===== config.mk =====
export PLATFORM = sky130hd
export DESIGN_NAME = memory_arbiter
export DESIGN_NICKNAME = d
export VERILOG_FILES = /design/src/rtl/cpu_types_pkg.sv /design/src/rtl/memory_arbiter.sv
export SDC_FILE = /design/constraint.sdc
export NUM_CORES = 1
export LEC_CHECK = 0
export ABC_CLOCK_PERIOD_IN_PS = 2100
export BUFFER_PORTS_ARGS = -buffer_cell sky130_fd_sc_hd__buf_4
export CAP_MARGIN = 20
export CORE_AREA = 10 10 160 162
export CTS_BUF_LIST = sky130_fd_sc_hd__clkbuf_16
export DETAILED_ROUTE_END_ITERATION = 10
export DIE_AREA = 0 0 170 172
export SLEW_MARGIN = 25
export SYNTH_ARGS = -nofsm -noshare
export SYNTH_HDL_FRONTEND = slang
export SYNTH_SLANG_ARGS = --single-unit

===== constraint.sdc =====
create_clock -name CLK -period 2.1 [get_ports CLK]
set_input_delay 0 -clock CLK [delete_from_list [all_inputs] [get_ports CLK]]
set_output_delay 0 -clock CLK [all_outputs]
set_load 0.005 [all_outputs]

===== src/rtl/cpu_types_pkg.sv =====
// Shared CPU-side types: RAM handshake state, data word, and the
// arbiter's FSM state and owner encoding.
package cpu_types_pkg;

  localparam int CPUS = 2;

  typedef logic [31:0] word_t;

  typedef enum logic [1:0] {
    FREE   = 2'd0,
    BUSY   = 2'd1,
    ACCESS = 2'd2,
    ERROR  = 2'd3
  } ramstate_t;

  typedef enum logic {
    IDLE = 1'b0,
    XFER = 1'b1
  } arb_state_t;

  // Owner is {core, isData}; isData=1 selects the dcache of that core.
  typedef struct packed {
    logic core;
    logic isData;
  } arb_owner_t;

endpackage


===== src/rtl/memory_arbiter.sv =====
// Serialises the four cache ports of a dual-core system onto one RAM port,
// with dcache-over-icache priority and round-robin between cores.
module memory_arbiter
  import cpu_types_pkg::*;
(
  input  logic            CLK,
  input  logic            nRST,
  input  logic [CPUS-1:0] iREN,
  input  word_t           iaddr  [CPUS],
  output logic [CPUS-1:0] iwait,
  output word_t           iload  [CPUS],
  input  logic [CPUS-1:0] dREN,
  input  logic [CPUS-1:0] dWEN,
  input  word_t           daddr  [CPUS],
  input  word_t           dstore [CPUS],
  output logic [CPUS-1:0] dwait,
  output word_t           dload  [CPUS],
  output logic            ramREN,
  output logic            ramWEN,
  output word_t           ramaddr,
  output word_t           ramstore,
  input  word_t           ramload,
  input  ramstate_t       ramstate
);

  arb_state_t      r_state;
  arb_owner_t      r_owner;
  logic            r_rr;

  logic [CPUS-1:0] w_dReq;
  logic            w_anyReq;
  logic            w_ownerReq;
  logic            w_active;
  logic            w_done;
  arb_owner_t      w_nextOwner;

  assign w_dReq     = dREN | dWEN;
  assign w_anyReq   = (|w_dReq) | (|iREN);
  assign w_ownerReq = r_owner.isData ? w_dReq[r_owner.core] : iREN[r_owner.core];
  assign w_active   = (r_state == XFER) && w_ownerReq;
  assign w_done     = w_active && (ramstate == ACCESS);

  // Data class first; inside a class the core pointed to by r_rr wins.
  always_comb begin
    w_nextOwner.core   = ~r_rr;
    w_nextOwner.isData = 1'b0;
    if (w_dReq[r_rr]) begin
      w_nextOwner.core   = r_rr;
      w_nextOwner.isData = 1'b1;
    end else if (w_dReq[~r_rr]) begin
      w_nextOwner.core   = ~r_rr;
      w_nextOwner.isData = 1'b1;
    end else if (iREN[r_rr]) begin
      w_nextOwner.core   = r_rr;
      w_nextOwner.isData = 1'b0;
    end
  end

  // A dropped owner request returns to IDLE without touching r_rr.
  always_ff @(posedge CLK or negedge nRST) begin
    if (!nRST) begin
      r_state <= IDLE;
      r_owner <= '0;
      r_rr    <= 1'b0;
    end else begin
      case (r_state)
        IDLE: begin
          if (w_anyReq) begin
            r_state <= XFER;
            r_owner <= w_nextOwner;
          end
        end
        XFER: begin
          if (!w_ownerReq) begin
            r_state <= IDLE;
          end else if (ramstate == ACCESS) begin
            r_state <= IDLE;
            r_rr    <= ~r_rr;
          end
        end
        default: r_state <= IDLE;
      endcase
    end
  end

  always_comb begin
    ramREN   = 1'b0;
    ramWEN   = 1'b0;
    ramaddr  = '0;
    ramstore = '0;
    iwait    = '1;
    dwait    = '1;
    for (int c = 0; c < CPUS; c++) begin
      iload[c] = '0;
      dload[c] = '0;
    end
    if (w_active) begin
      if (r_owner.isData) begin
        ramaddr  = daddr[r_owner.core];
        ramstore = dstore[r_owner.core];
        ramWEN   = dWEN[r_owner.core];
        ramREN   = dREN[r_owner.core] & ~dWEN[r_owner.core];
      end else begin
        ramaddr  = iaddr[r_owner.core];
        ramREN   = 1'b1;
      end
    end
    if (w_done) begin
      if (r_owner.isData) begin
        dwait[r_owner.core] = 1'b0;
        dload[r_owner.core] = ramload;
      end else begin
        iwait[r_owner.core] = 1'b0;
        iload[r_owner.core] = ramload;
      end
    end
  end

endmodule


==> results.ini <==
[outcome]
status = complete, no violations

[grt]
grt_pass1_vias = 4488
grt_pass1_wl_mm = 26.5
track_usage = 0.115
grt_antenna_before_repair = 0
grt_max_degree = 34
grt-ovfl-total = 0

[placed_design]
hpwlAfterDp_mm = 16.7
place.gp.congestion = 0.865
port_buffers = 431

[route]
ant_nets = 0
drtPass1Iterations = 5
wire_per_inst_um = 18.4
wirelength_mm = 19.0
vias = 4044
first_iter_violations = 120
drc_errors = 0
via_per_inst = 3.90

[floorplanning]
die_area_mm2 = 0.0292
rows = 55
io_pins = 432
core_area_mm2 = 0.0224
die_h_um = 172
die_w_um = 170
start_util = 0.123

[yosys]
synth.area.mux_share = 0.382
syn_nets = 567
yosys.area.top_type = and2_1
seq_area_frac_synth = 0.0364
synthAdderAreaFrac = 0
postSynthCellCount = 333
synth.distinct_cells = 33
synth_compound_area_frac = 0.0205
synth_top_family_by_area = simple AND/OR/NAND/NOR gates
synth_seq_cells = 4
avgSynthCellArea_um2 = 8.25
synth-xor-area-share = 0.00319
synth-simple-area-share = 0.476
ys_top_cells_by_area = and2_1 (29%), mux4_2 (26%), mux2i_1 (12%)
synth_top_area_frac = 0.291
yosys_warnings = 0
synth_area_mm2 = 0.00275

[timing]
skew_ns = 0.00512
hold_viol = 0
worstMarginPinSlew_ns = 0.388
tns_ns = 0
max_freq_ghz = 0.506
slew-limit-headroom = 0.740
rsz0062_at_grt = false
finalCritPeriodShare = 0.940
finalMaxSlewViolations = 0
setup_viol_count_final = 0
min_period_ns = 1.97
timing.hold.ws_ns = 0.0999

[run]
drv_cap = 0

[worst_setup_path]
worstPathCellList = buf_4 -> mux4_2 -> nor2b_1 -> buf_4
worst-path-buf-inv = 2
critPathTopFamily = multiplexers
path_common_cell = buf_4
crit_path_top_delay_cell = mux4_2
worstRegToRegCells = 5
cp.depth = 4
endpoint_kind = primary output
required_ns = 2.10
arrival_ns = 1.97
path_max_fanout = 18
critical_path.max_stage_delay_ns = 0.56
critPathKind = reg2out
start_kind = register

[clocking]
clock_latency_ns = 0.23
clock_sinks = 4
cts_max_path_buffers = 2
numCtsBuffers = 3
cts_tree = done
path_clk_slew_ns = 0.03
cts_root_buf = clkbuf_16
htree_levels = 1

[hold_path]
min_path_cells = 3
hp-class = in2reg

[cells_and_area]
final_net_count = 985
area_growth_pct = 133
fillers = 2406
layout-drive-gt1-share = 0.654

[power]
p_leak_nw = 3.38
irDropWorstVdd_v = 0.000482
p_per_area_mw_per_mm2 = 705

-- timing repair --
item,CTS,global route
hold endpoints to repair,4,0
resized for setup,0,1
hold buffers,1,0
setup buffers,0,0
endpoints found under the setup margin,0,3
-- sequential cells by signal, indices dropped and copies added (netlist names) --
name,cells
r_state,1
r_rr,1
r_owner,2
-- layer usage --
layer | vias to the layer above | track usage | wire length [um]
li1 | 1962 | - | -
met1 | 1809 | 0.123 | 6810
met2 | 265 | 0.213 | 9880
met3 | 8 | 0.0435 | 2210
met4 | 0 | 0.0175 | 120
met5 | - | 0 | 0
-- logic make-up after synthesis --
group	after synthesis
flip-flops	4
XOR/XNOR	1
AO/OA/AOI/OAI	8
multiplexers	65
AND/OR/NAND/NOR	217
buffers and inverters	38
-- worst min-delay path: stages --
cell and delay, ns:
buf_4 0.08, nor2b_1 0.07, o21bai_1 0.13
-- cell usage in the layout, fill, tap and decap left out, types with 2 or more instances in the layout --
| cell type | instances |
|---|---|
| dfrtp_1 | 2 |
| nand2b_1 | 2 |
| nor2b_1 | 34 |
| a21oi_1 | 2 |
| mux2i_1 | 33 |
| buf_4 | 439 |
| diode_2 | 2 |
| clkbuf_16 | 3 |
| and2_1 | 128 |
| nor2_1 | 35 |
| nand2_1 | 4 |
| inv_1 | 6 |
| nor2_2 | 2 |
| nor3_4 | 2 |
| buf_12 | 4 |
| mux4_2 | 32 |
-- through the flow --
step	instances	worst slack [ns]	power [mW]	utilization	instance area, um2
CTS	1034	0.0476	4.57	0.286	6390
detailed placement	1030	0.296	4.25	0.282	6300
global route	1034	0.0445	4.87	0.286	6390
floorplan	333	0.805	2.47	-	2750
global placement	1030	0.288	4.23	0.282	6300
finish	1036	0.125	4.51	0.286	6400
-- cell usage after synthesis (all sizes together) --
master and instances:
and2 128, xnor2 1, a21oi 2, a311oi 1, nor4 2, inv 6, nand2 5, o21ai 1
nor4b 1, nor2 37, nand3 2, clkbuf 12, o32a 1, o21bai 1, nor3 3, mux4 32
o22ai 1, dfrtp 4, nand4 1, or3 1, nor3b 1, buf 20, mux2i 33, nand2b 2
nor2b 34, a32oi 1
-- path summary, 6_finish.rpt --
path                             startpoint         end  slack (ns)
worst max-delay path             r_owner[1]  ramaddr[3]        0.13
worst min-delay path            ramstate[0]     r_state         0.1
worst max register to register   r_owner[1]     r_state        0.49
worst min register to register         r_rr        r_rr        0.51
max in group asynchronous              nRST  r_owner[0]        1.83
min in group asynchronous              nRST  r_owner[1]        0.15
-- power breakdown --
| group | internal (mW) | switching, mW |
|---|---|---|
| sequential | 0.126 | 0.136 |
| combinational | 2.28 | 1.66 |
| clock | 0.244 | 0.0583 |
| total | 2.65 | 1.86 |
-- area by class of cell --
cell class,count,area [um2],area share
clock buffers,3,75.1,0.0117
diodes,2,5.00,0.000782
multi-input cells,291,2440,0.381
well taps,285,357,0.0557
inverters,6,22.5,0.00352
flip-flops and latches,4,105,0.0164
repair buffers,445,3400,0.531
No activity file was read; power rests on OpenSTA's default activity.
